**config.mk**
```make
export PLATFORM = sky130hd
export DESIGN_NAME = cohort_frame_buffer
export DESIGN_NICKNAME = d
export VERILOG_FILES = /design/src/rtl/cohort_frame_buffer.sv
export SDC_FILE = /design/constraint.sdc
export NUM_CORES = 1
export LEC_CHECK = 0
export CORE_MARGIN = 2
export CORE_UTILIZATION = 53
export DETAILED_ROUTE_END_ITERATION = 12
export HOLD_SLACK_MARGIN = 0.12
export PLACE_DENSITY = 0.79
export SYNTH_ARGS = -nofsm -noshare
export SYNTH_HDL_FRONTEND = slang
export SYNTH_SLANG_ARGS = --single-unit
```
**constraint.sdc**
```tcl
create_clock -name clk -period 8.1 [get_ports clk]
set_input_delay 0.81 -clock clk [delete_from_list [all_inputs] [get_ports clk]]
set_output_delay 0.81 -clock clk [all_outputs]
set_load 0.03 [all_outputs]
```
**src/rtl/cohort_frame_buffer.sv**
```systemverilog
// Frame-gated ingress FIFO feeding the cohort serdes: words leave only as whole FRAME-word frames,
// or as a trailing partial frame after flush. Optional zero padding of flushed frames: COHORT_FRAME_BUF_PAD_EN.
module cohort_frame_buffer #(
  parameter int WIDTH = 64,
  parameter int DEPTH = 8,
  parameter int FRAME = 4
) (
  input  logic                     clk,
  input  logic                     rst,
  input  logic                     in_valid,
  output logic                     in_ready,
  input  logic [WIDTH-1:0]         in_data,
  input  logic                     flush,
  output logic                     out_valid,
  input  logic                     out_ready,
  output logic [WIDTH-1:0]         out_data,
  output logic                     out_last,
  output logic [$clog2(DEPTH):0]   occupancy
);

  localparam int PW = (DEPTH > 1) ? $clog2(DEPTH) : 1;
  localparam int OW = $clog2(DEPTH) + 1;
  localparam logic [OW-1:0] FRAME_W = OW'(FRAME);
  localparam logic [OW-1:0] DEPTH_W = OW'(DEPTH);
  localparam logic [PW-1:0] LAST_PTR = PW'(DEPTH - 1);

  if (FRAME < 1 || DEPTH < FRAME || (DEPTH & (DEPTH - 1)) != 0) begin : g_bad_params
    $fatal(1, "cohort_frame_buffer: DEPTH must be a power of 2 >= FRAME, FRAME >= 1");
  end

  typedef enum logic {S_FILL, S_DRAIN} state_t;

  logic [WIDTH-1:0] r_mem [DEPTH];
  logic [PW-1:0]    r_wr_ptr, r_rd_ptr;
  logic [OW-1:0]    r_occ;
  state_t           r_state, w_state_next;
  logic [OW-1:0]    r_beat_cnt, w_beat_cnt_next;
  logic [OW-1:0]    r_frame_len, w_frame_len_next;
  logic             r_flush_pend, w_pend_clr;
  logic             r_flush_frame, w_flush_frame_next;
  logic             w_wr, w_rd, w_beat, w_real;

  assign in_ready  = (r_occ < DEPTH_W);
  assign out_valid = (r_state == S_DRAIN);
  assign occupancy = r_occ;
  assign w_wr      = in_valid & in_ready;
  assign w_beat    = out_valid & out_ready;
  assign out_last  = out_valid & (r_beat_cnt == r_frame_len - OW'(1));
  assign w_rd      = w_beat & w_real;
  assign out_data  = (out_valid & w_real) ? r_mem[r_rd_ptr] : '0;

`ifdef COHORT_FRAME_BUF_PAD_EN
  // Frame length stays FRAME; only the first r_data_len beats carry stored words.
  logic [OW-1:0] r_data_len, w_data_len_next;
  assign w_real = (r_beat_cnt < r_data_len);
`else
  assign w_real = 1'b1;
`endif

  always_ff @(posedge clk) begin
    if (w_wr) begin
      r_mem[r_wr_ptr] <= in_data;
    end
  end

  always_comb begin
    w_state_next       = r_state;
    w_beat_cnt_next    = r_beat_cnt;
    w_frame_len_next   = r_frame_len;
    w_flush_frame_next = r_flush_frame;
    w_pend_clr         = 1'b0;
`ifdef COHORT_FRAME_BUF_PAD_EN
    w_data_len_next    = r_data_len;
`endif
    case (r_state)
      S_FILL: begin
        if (r_occ >= FRAME_W) begin
          w_state_next       = S_DRAIN;
          w_frame_len_next   = FRAME_W;
          w_flush_frame_next = 1'b0;
`ifdef COHORT_FRAME_BUF_PAD_EN
          w_data_len_next    = FRAME_W;
`endif
        end else if (r_flush_pend && r_occ != '0) begin
          w_state_next       = S_DRAIN;
          w_flush_frame_next = 1'b1;
`ifdef COHORT_FRAME_BUF_PAD_EN
          w_frame_len_next   = FRAME_W;
          w_data_len_next    = r_occ;
`else
          w_frame_len_next   = r_occ;
`endif
        end else if (r_flush_pend) begin
          w_pend_clr = 1'b1;
        end
      end
      S_DRAIN: begin
        if (w_beat) begin
          if (out_last) begin
            w_beat_cnt_next = '0;
            w_state_next    = S_FILL;
            w_pend_clr      = r_flush_frame;
          end else begin
            w_beat_cnt_next = r_beat_cnt + OW'(1);
          end
        end
      end
      default: w_state_next = S_FILL;
    endcase
  end

  always_ff @(posedge clk) begin
    if (rst) begin
      r_wr_ptr      <= '0;
      r_rd_ptr      <= '0;
      r_occ         <= '0;
      r_state       <= S_FILL;
      r_beat_cnt    <= '0;
      r_frame_len   <= FRAME_W;
      r_flush_pend  <= 1'b0;
      r_flush_frame <= 1'b0;
`ifdef COHORT_FRAME_BUF_PAD_EN
      r_data_len    <= FRAME_W;
`endif
    end else begin
      if (w_wr) r_wr_ptr <= (r_wr_ptr == LAST_PTR) ? '0 : r_wr_ptr + PW'(1);
      if (w_rd) r_rd_ptr <= (r_rd_ptr == LAST_PTR) ? '0 : r_rd_ptr + PW'(1);
      case ({w_wr, w_rd})
        2'b10:   r_occ <= r_occ + OW'(1);
        2'b01:   r_occ <= r_occ - OW'(1);
        default: r_occ <= r_occ;
      endcase
      r_state       <= w_state_next;
      r_beat_cnt    <= w_beat_cnt_next;
      r_frame_len   <= w_frame_len_next;
      r_flush_frame <= w_flush_frame_next;
      // A new flush pulse wins over a clear in the same cycle.
      r_flush_pend  <= flush | (r_flush_pend & ~w_pend_clr);
`ifdef COHORT_FRAME_BUF_PAD_EN
      r_data_len    <= w_data_len_next;
`endif
    end
  end

endmodule
```
==> metrics.md, run 1 <==
| Metric | Value |
|---|---|
| Status | finished clean |
| Clk_skew | 0.01357 ns |
| Post-synth top cells | 512 x edfxtp_1, 128 x mux4_2, 66 x mux2i_1 |
| Final WL | approximately 40000 um |
| Post-synth top area share | approximately three quarters |
| Initial Util | a little over half |
| Comb power frac | under 10% |
| Final Hold Viols | 0 |
| Critical-path maximum fanout | 67 |
| Count leader, synth | edfxtp_1 |
| RSZ-0062 raised after global routing | false |
| Clk Tree Root Cell | clkbuf_16 |
| Top FF cell, synth | edfxtp_1 |
| Syn nets | slightly above 1000 |
| CTS Buf Count | 52 |
| Post-synthesis register bit count | around 540 |
| Worst Hold Class | reg2reg |
| Number of fill cells | between 2000 and 3000 |
| Net Sw Frac | a little over a fifth |
| Cts hold-fix bufs | 0 |
| Reg2reg path depth | 9 |
| Port bufs | 139 |
| # H-tree levels | 2 |
| Worst slew margin | approximately a quarter |
| Placer congestion estimate | 0.7575 |
| Synthesis-to-finish area growth | 17.28% |
| Initial antenna violation count | 5 |
| Setup Buffers After CTS | 0 |
| All-layer global routing usage | approximately a fifth |
| Final Cycle Share | between 50% and 60% |
| Final instance area | 0.02431 mm2 |
| Required @ worst endpoint | approximately 7.3 ns |
| CP max-delay cell | dfxtp_4 |
| DP Area | between 0.02 and 0.025 mm2 |
| Wirelength per Cell | 23.93 um |
| Setup CP Type | reg2out |
| CTS sink cnt | between 500 and 600 |
| Vias in the first global route | around 10000 |
| Drt pass-1 iters | 5 |
| CP peak stage delay | 0.98 ns |
| Max IR drop VDD | around 0.00016 V |
| Startpoint Class | flip-flop |
| Post-synth top area cell | edfxtp_1 |
| Slew Limit Fails | 0 |
| Die width | around 200 um |
| DP Wirelength | 20290 um |
| Post-route minimum period | approximately 4.7 ns |
| Die span in y | approximately 200 um |
| Syn Area/Cell | 21.77 um2 |
| Post-synthesis cell count | roughly 950 |
| Largest net degree at the start of global routing | 72 |
| Yosys warnings | 0 |
| Clock share of power | around 38% |
| Total of max-cap violations | 0 |
| Clock-pin slew on the worst setup and hold paths | 0.06 ns |
| Final Util | around 63% |
| Longest Clk Path Bufs | 3 |
| Pint | 4.708 mW |
| Resize count post-CTS | 0 |
| Worst Hold Depth | 2 |
| Routed Antenna Nets | 0 |
| I/O pin cnt | 140 |
| Gr ovfl total | 0 |
| Die ar. | approximately 0.04 mm2 |
| Sw Pwr | approximately 1.3 mW |
| PD cells | 248.2 mW/mm2 |
| Synth top area cells | edfxtp_1 74%, mux4_2 14%, mux2i_1 3.2%, dfxtp_1 2.3%, nor2b_1 1.9% |
| Endpoint class of the critical path | output port |
| Critical Path AT | ~3.9 ns |
| CORE AREA | 0.03865 mm2 |
| Reg power frac | roughly 52% |
| Leakage | 7.429 nW |
| Nets | about 1200 |
| Crit-path cells | buf_4 > mux4_2 > mux2i_1 > nor2b_1 > clkdlybuf4s50_1 |
| First-pass GRT wire length | just over 60000 um |
| Setup-failing EPs final | 0 |
| Number of synthesized flops with an enable pin | slightly above 500 |
| Row cnt | 72 |
| CTS tree | yes |
| Vias/cell | 5.716 |
| Achievable Freq | between 200 and 250 MHz |
| Post-synth cell types | 35 |
| DRC Markers | 0 |
| Post-synthesis sequential area ratio | between 70% and 80% |
| Initial DRC Count | 658 |
| Mapped cell area | around 0.021 mm2 |
| Async set or reset register ratio after synthesis | 0% |
| Worst Tran Pin Value | ~1.1 ns |
| Layout cell share with drive strength beyond 1 | 19.95% |
| Vias | 9569 |
| Clock Latency Late Sink | between 0.5 and 0.6 ns |
| Setup TNS | 0 ns |
cell families (layout without fill, tap and decap cells):
| kind of cell | Yosys count | after routing | share of synthesized area, % |
|---|---|---|---|
| xor gates and xnor gates | 7 | 7 | 0.3622 |
| AOI/OAI and AO/OA | 23 | 23 | 0.6218 |
| and+or+nand+nor | 127 | 127 | 3.362 |
| muxes | 195 | 195 | 17.15 |
| DFF | 536 | 536 | 76.49 |
| adders and majority gates | 10 | 10 | 0.6399 |
| buffers and inverters | 54 | 255 | 1.370 |
| other | 0 | 3 | 0 |
layout by cell type (no fill, tap or decap), types with 9 or more instances in the layout:
cell type / instances
clkinv_2: 11
edfxtp_1: 512
clkbuf_16: 53
dfxtp_1: 20
clkdlybuf4s50_1: 139
clkinv_1: 9
a21oi_1: 14
mux4_2: 128
clkbuf_1: 13
buf_4: 16
nand2_1: 12
nor2_1: 18
ha_1: 9
nor2b_1: 64
mux2i_1: 66
metal layers:
layer | global-route usage [%] | wire length (um)
met5 | 0 | 26
met4 | 6.591 | 710
met3 | 3.369 | 2022
met2 | 35.02 | 21100
met1 | 26.06 | 16210
critical path, delay by kind of cell, from the launching register on:
kind,cells,cell delay [ns]
buffers and inverters,2,1.58
flip-flops,1,0.98
multiplexers,2,0.45
AND/OR/NAND/NOR,1,0.22
worst paths after layout:
kind | start | end | slack [ns]
max | flip-flop | out_data[43] | 3.40
min | r_flush_frame$_SDFFE_PP0P_ | r_flush_frame$_SDFFE_PP0P_ | 0.47
max reg2reg | out_valid$_SDFF_PP0_ | occupancy[3]$_SDFFE_PP0P_ | 5.03
min reg2reg | r_flush_frame$_SDFFE_PP0P_ | r_flush_frame$_SDFFE_PP0P_ | 0.47
cell type report:
class                           count  area, um2  share of cell area, %
Multi-Input combinational cell    362       4637                  19.07
Sequential cell                   536      15870                  65.27
Clock buffer                       66       1375                  5.656
Inverter                            7      26.28                 0.1081
Tap cell                          518      648.1                  2.666
Antenna cell                        3      7.507                0.03088
Clock inverter                     27      236.5                 0.9728
Timing Repair Buffer              155       1511                  6.218
registers in the layout, summed over array words and instances (netlist names), named ones only:
name           count
r_beat_cnt         4
r_rd_ptr           3
r_wr_ptr           3
out_valid          1
r_flush_pend       1
r_mem            512
r_flush_frame      1
occupancy          4
r_frame_len        4
through the flow:
step | hold WS [ns] | instances | power (mW) | worst slack, ns
finish | 0.4660 | 1674 | 6.034 | 3.405
floorplan | 0.4366 | 952 | 3.588 | 0.3205
CTS | 0.4674 | 1671 | 6.098 | 3.246
global placement | 0.4511 | 1578 | 3.796 | 3.885
global route | 0.5104 | 1673 | 6.238 | 3.090
detailed placement | 0.4602 | 1578 | 3.810 | 3.867
power by group through the flow:
stage	sequential, mW	clock (mW)	combinational [mW]
after floorplan	3.20	0	0.384
after global routing	3.16	2.44	0.639
after detailed placement	3.21	0	0.603
after CTS	3.15	2.34	0.605
final	3.15	2.29	0.595
after global placement	3.20	0	0.594
Note: power is estimated with default switching activity, not from simulation.
==> run 2: changes to the inputs <==
--- a/config.mk
+++ b/config.mk
@@ -6,10 +6,10 @@
 export NUM_CORES = 1
 export LEC_CHECK = 0
 export CORE_MARGIN = 2
-export CORE_UTILIZATION = 53
+export CORE_UTILIZATION = 55
 export DETAILED_ROUTE_END_ITERATION = 12
 export HOLD_SLACK_MARGIN = 0.12
-export PLACE_DENSITY = 0.79
+export PLACE_DENSITY = 0.78
 export SYNTH_ARGS = -nofsm -noshare
 export SYNTH_HDL_FRONTEND = slang
 export SYNTH_SLANG_ARGS = --single-unit
==> constraint.sdc (replaced) <==
create_clock -name clk -period 4.6 [get_ports clk]
set_input_delay 0.46 -clock clk [delete_from_list [all_inputs] [get_ports clk]]
set_output_delay 0.46 -clock clk [all_outputs]
set_load 0.03 [all_outputs]
==> metrics.md, run 2 (synthesis gave the netlist of run 1 again) <==
| Metric | Value |
|---|---|
| Status | finished clean |
| # H-tree levels | 2 (unchanged) |
| Die width | 198.1 um (-1.8%) |
| DP Wirelength | 21200 um (+4.5%) |
| Longest Clk Path Bufs | 3 (unchanged) |
| Nets | 1200 (+0.59%) |
| RSZ-0062 raised after global routing | false |
| Total of max-cap violations | 0 (unchanged) |
| Worst slew margin | 35.39% (+8.9 points) |
| Biggest register | r_mem |
| Drt pass-1 iters | 5 (unchanged) |
| Worst Tran Pin Value | 0.9691 ns (-0.1334 ns) |
| Die ar. | 0.03926 mm2 (-3.6%) |
| Final Util | 65.24% (+2.3 points) |
| Final instance area | 0.02440 mm2 (+0.37%) |
| Layout Cells excl Fill | 1671 (-0.18%) |
| Clock-pin slew on the worst setup and hold paths | 0.06 ns (about the same) |
| Row cnt | 71 (-1.4%) |
| Setup Buffers After CTS | 0 (unchanged) |
| First-pass GRT wire length | 59890 um (-1.3%) |
| Gr ovfl total | 0 (unchanged) |
| Final Hold Viols | 0 (unchanged) |
| Layout cell share with drive strength beyond 1 | 20.28% (+0.33 points) |
| Final WL | 39730 um (-0.85%) |
| Setup-failing EPs final | 0 (unchanged) |
| Final Cycle Share | between 80% and 90% |
| Post-route minimum period | roughly 3.8 ns |
| Routed Antenna Nets | 0 (unchanged) |
| Worst Hold Class | reg2reg |
| Critical Path AT | 3.31 ns (-0.58 ns) |
| CORE AREA | 0.03740 mm2 (-3.2%) |
| PD cells | 431.3 mW/mm2 (+74%) |
| Commonest non-fill, non-tap cell in the layout | edfxtp_1 |
| Vias/cell | 5.761 (+0.79%) |
| Port bufs | 139 (unchanged) |
| Total power | 10.52 mW (+74%) |
| I/O pin cnt | 140 (unchanged) |
| Critical-path maximum fanout | 46 (-31%) |
| Initial Util | 55.42% (+1.8 points) |
| All-layer global routing usage | 20.79% (+0.66 points) |
| Largest net degree at the start of global routing | 56 (-22%) |
| Placed Cells incl. Taps | 1578 (unchanged) |
| Max IR drop VDD | 0.0003951 V (+150%) |
| Achievable Freq | roughly 270 MHz |
| Clk_skew | 0.01395 ns (+0.0003870 ns) |
| Setup CP Type | reg2out |
| Reg power frac | 52.8% (+0.6 points) |
| Leakage | 7.451 nW (+0.30%) |
| CTS Buf Count | 52 (unchanged) |
| Slew Limit Fails | 0 (unchanged) |
| DRC Markers | 0 (unchanged) |
| Reg2reg path depth | 8 (-1) |
| Most frequent cells in the layout | 512 x edfxtp_1, 139 x clkdlybuf4s50_1, 128 x mux4_2 |
| Resize count post-CTS | 0 (unchanged) |
| Clock share of power | 37.3% (-0.7 points) |
| Wirelength per Cell | 23.77 um (-0.67%) |
| Startpoint Class | flip-flop |
| Required @ worst endpoint | 4.14 ns (-3.15 ns) |
| Clock Latency Late Sink | 0.58 ns (about the same) |
| Sw Pwr | 2.348 mW (+77%) |
| Vias in the first global route | 10020 (-1.7%) |
| Clk Tree Root Cell | clkbuf_16 |
| Initial antenna violation count | 3 (-2) |
| DP Area | 0.02284 mm2 (+0.65%) |
| Placer congestion estimate | 0.7483 (-1.2%) |
| Max reg flops | 512 (unchanged) |
| Vias | 9627 (+0.61%) |
| Cts hold-fix bufs | 0 (unchanged) |
| Net Sw Frac | 22.31% (+0.34 points) |
| CTS sink cnt | 536 (unchanged) |
| Pint | 8.177 mW (+74%) |
| Worst Hold Depth | 2 (unchanged) |
| Initial DRC Count | 642 (-2.4%) |
| Die span in y | 198.1 um (-1.8%) |
| Synthesis-to-finish area growth | 17.72% |
| CTS tree | yes |
| Endpoint class of the critical path | output port |
| Comb power frac | 9.9% (about the same) |
| Number of fill cells | 2436 (-6.4%) |
## run 2: critical path, stage by stage, from the launching register on
cell	delay, ns
dfxtp_4	0.76
buf_12	0.41
mux4_2	0.56
mux2i_1	0.25
nor2b_1	0.08
clkdlybuf4s50_1	0.60
## run 2: final timing paths
| kind | slack, ns | end | from |
|---|---|---|---|
| worst max register to register | 1.79 | occupancy[3]$_SDFFE_PP0P_ | out_valid$_SDFF_PP0_ |
| worst min-delay path | 0.46 | r_flush_frame$_SDFFE_PP0P_ | r_flush_frame$_SDFFE_PP0P_ |
| worst min register to register | 0.46 | r_flush_frame$_SDFFE_PP0P_ | r_flush_frame$_SDFFE_PP0P_ |
| worst max-delay path | 0.83 | out_data[17] | flip-flop |
## run 2: final cells by class
class / count / area [um2] / area share (%)
clock inverters: 29 / 196.4 / 0.8051
clock buffers: 63 / 1364 / 5.589
well taps: 511 / 639.4 / 2.620
flip-flops and latches: 536 / 15870 / 65.03
multi-input cells: 362 / 4652 / 19.07
diodes: 1 / 2.502 / 0.01026
inverters: 7 / 26.28 / 0.1077
repair buffers: 162 / 1652 / 6.769
## run 2: power groups by stage
stage	Combinational, mW	Sequential (mW)	Clock [mW]
CTS	1.06	5.56	4.01
finish	1.04	5.56	3.93
floorplan	0.677	5.64	0
detailed placement	1.05	5.66	0
global placement	1.04	5.66	0
global route	1.12	5.57	4.19
## run 2: layer usage
metal	global-route usage, %	vias to the layer above	wire [um]
met5	0	-	31
met4	6.461	4	796
met2	34.65	233	20170
met3	4.105	63	2110
li1	-	4248	-
met1	28.04	5079	16620
## run 2: stage by stage
step / setup slack [ns] / hold WS [ns] / setup TNS [ns]
finish: 0.8349 / 0.4589 / 0
global route: 0.5939 / 0.4770 / 0
CTS: 0.7529 / 0.4602 / 0
detailed placement: 1.395 / 0.4510 / 0
global placement: 1.418 / 0.4451 / 0
floorplan: -1.211 / 0.4366 / -246.63
==> run 3: changes to the inputs <==
--- a/config.mk
+++ b/config.mk
@@ -6,10 +6,10 @@
 export NUM_CORES = 1
 export LEC_CHECK = 0
 export CORE_MARGIN = 2
-export CORE_UTILIZATION = 55
+export CORE_UTILIZATION = 53
 export DETAILED_ROUTE_END_ITERATION = 12
 export HOLD_SLACK_MARGIN = 0.12
-export PLACE_DENSITY = 0.78
+export PLACE_DENSITY = 0.79
 export SYNTH_ARGS = -nofsm -noshare
 export SYNTH_HDL_FRONTEND = slang
 export SYNTH_SLANG_ARGS = --single-unit
==> constraint.sdc (replaced) <==
create_clock -name clk -period 3.3 [get_ports clk]
set_input_delay 0.33 -clock clk [delete_from_list [all_inputs] [get_ports clk]]
set_output_delay 0.33 -clock clk [all_outputs]
set_load 0.03 [all_outputs]
==> metrics.md, run 3 (synthesis gave the netlist of run 1 again) <==
| Metric | Value |
|---|---|
| Initial antenna violation count | 1 (-2) |
| Largest net degree at the start of global routing | 65 (+16%) |
| WP buf/inv | 2 (unchanged) |
| Biggest register | r_mem |
| Layout Cells excl Fill | 1689 (+1.1%) |
| Critical-path maximum fanout | 32 (-30%) |
| Synthesis-to-finish area growth | 18.85% |
| Most frequent cells in the layout | 512 x edfxtp_1, 138 x clkdlybuf4s50_1, 128 x mux4_2 |
| Setup-failing EPs final | 0 (unchanged) |
| Final Util | 63.74% (-1.5 points) |
| RSZ-0062 raised after global routing | false |
| Reg2reg path depth | 3 (-5) |
| Final setup margin | 0.1308 ns (-0.7041 ns) |
| Drt pass-1 iters | 5 (unchanged) |
| DP Wirelength | 21870 um (+3.2%) |
| DP Area | 0.02304 mm2 (+0.90%) |
| Layout cell share with drive strength beyond 1 | 20.85% (+0.58 points) |
| Gr ovfl total | 0 (unchanged) |
| Max IR drop VDD | 0.0004908 V (+24%) |
| Worst slew margin | 44.49% (+9.1 points) |
| Clock share of power | 37.2% (about the same) |
| Crit-path cells | buf_12 > mux4_2 > mux2i_1 > nor2b_1 > clkdlybuf4s50_1 |
| Post-route minimum period | approximately 3.2 ns |
| Die ar. | 0.04071 mm2 (+3.7%) |
| Startpoint Class | flip-flop |
| Vias | 9727 (+1.0%) |
| Row cnt | 72 (+1.4%) |
| Vias/cell | 5.759 (about the same) |
| Reg power frac | 52.2% (-0.6 points) |
| Net Sw Frac | 22.22% (-0.092 points) |
| Setup CP Type | reg2out |
| Die width | 201.8 um (+1.8%) |
| Final WL | 40540 um (+2.1%) |
| Worst Hold Depth | 3 (+1) |
| Endpoint class of the critical path | output port |
| Max reg flops | 512 (unchanged) |
| Leakage | 7.564 nW (+1.5%) |
| Nets | 1215 (+1.3%) |
| CP max-delay cell | clkdlybuf4s50_1 |
| Status | finished clean |
| Initial Util | 53.63% (-1.8 points) |
| Crit path depth | 5 (unchanged) |
| Worst Hold Class | in2reg |
| CORE AREA | 0.03865 mm2 (+3.3%) |
| Clk Tree Root Cell | clkbuf_16 |
| Routed Antenna Nets | 0 (unchanged) |
| Commonest non-fill, non-tap cell in the layout | edfxtp_1 |
| Final instance area | 0.02463 mm2 (+0.96%) |
| Comb power frac | 10.6% (+0.7 points) |
| Sw Pwr | 3.280 mW (+40%) |
| First-pass GRT wire length | 62440 um (+4.3%) |
| Wirelength per Cell | 24.00 um (+0.97%) |
| PD cells | 599.1 mW/mm2 (+39%) |
| # H-tree levels | 2 (unchanged) |
| Die span in y | 201.8 um (+1.8%) |
| Pint | 11.48 mW (+40%) |
| Clock-pin slew on the worst setup and hold paths | 0.06 ns (about the same) |
| Initial DRC Count | 676 (+5.3%) |
| Number of fill cells | 2545 (+4.5%) |
| CTS Buf Count | 52 (unchanged) |
| Final Hold Viols | 0 (unchanged) |
| Cts hold-fix bufs | 0 (unchanged) |
| Setup WS pre-CTS | 0.5054 ns (-0.8893 ns) |
| Total power | 14.76 mW (+40%) |
| Achievable Freq | between 300 and 400 MHz |
| Required @ worst endpoint | 2.97 ns (-1.17 ns) |
| Clock Latency Late Sink | 0.59 ns (about the same) |
| Placed Cells incl. Taps | 1597 (+1.2%) |
| Total of max-cap violations | 0 (unchanged) |
| I/O pin cnt | 140 (unchanged) |
| Longest Clk Path Bufs | 3 (unchanged) |
| DRC Markers | 0 (unchanged) |
| Final hold slack | 0.4018 ns (-0.05708 ns) |
| CP peak stage delay | 0.61 ns (-0.15 ns) |
| Critical Path AT | 2.84 ns (-0.47 ns) |
| CTS tree | yes |
| Slew Limit Fails | 0 (unchanged) |
| All-layer global routing usage | 20.51% (-0.28 points) |
| Placer congestion estimate | 0.7361 (-1.6%) |
| Vias in the first global route | 10570 (+5.4%) |
| Worst Tran Pin Value | 0.8300 ns (-0.1391 ns) |
| Port bufs | 139 (unchanged) |
| Clk_skew | 0.02037 ns (+0.006419 ns) |
| Final Cycle Share | between 90% and 100% |
| Setup TNS | 0 ns (unchanged) |
| Top cell family by delay on the critical path | buffers and inverters |
| CTS sink cnt | 536 (unchanged) |
[run 3: cell count changes in the layout (fill, tap and decap cells not counted), moves of 2 or more]
cell / before / now
clkbuf_1: 10 / 13
nor3_2: 3 / 0
buf_12: 7 / 15
clkinv_2: 9 / 6
nor3_4: 1 / 4
inv_6: 2 / 0
buf_4: 16 / 23
clkinvlp_4: 2 / 0
[run 3: routing by layer]
layer  track usage (%)  up-vias  share of wire, %
li1                  -     4271                 -
met1             27.36     5161                42
met2             34.70      239                51
met3             4.260       56               5.0
met4             5.699        0               1.9
met5                 0        -                 0
[run 3: timing repair]
action                                  4_1_cts  5_1_grt
endpoints found under the setup margin       11        1
resized for setup                             0        1
buffers inserted                              3        0
[run 3: worst min-delay path: stages]
cell             delay [ns]
clkdlybuf4s50_1        0.42
a21oi_1                0.12
nor3_1                 0.06
[run 3: power groups by stage]
stage | logic [mW] | clock network [mW] | registers [mW]
6_report | 1.56 | 5.50 | 7.70
5_1_grt | 1.68 | 5.87 | 7.72
4_1_cts | 1.59 | 5.61 | 7.70
3_5_place_dp | 1.56 | 0 | 7.85
3_3_place_gp | 1.54 | 0 | 7.84
2_1_floorplan | 0.947 | 0 | 7.85
[run 3: area by class of cell]
cell class,instances,area [um2],share of cell area [%]
clock inverter,21,151.4,0.6146
tap,518,648.1,2.631
timing repair buffer,177,1867,7.578
antenna,1,2.502,0.01016
inverter,7,26.28,0.1067
clock buffer,67,1400,5.683
multi-input combinational,362,4671,18.96
sequential,536,15870,64.42
[run 3: path summary, 6_finish.rpt]
path	from	end	slack (ns)
setup reg to reg	r_wr_ptr[2]$_SDFFE_PP0P_	r_mem[4][35]$_DFFE_PP_	0.96
setup / recovery	flip-flop	out_data[7]	0.13
hold reg to reg	r_flush_frame$_SDFFE_PP0P_	r_flush_frame$_SDFFE_PP0P_	0.47
hold / removal	flush	r_flush_pend$_SDFF_PP0_	0.40
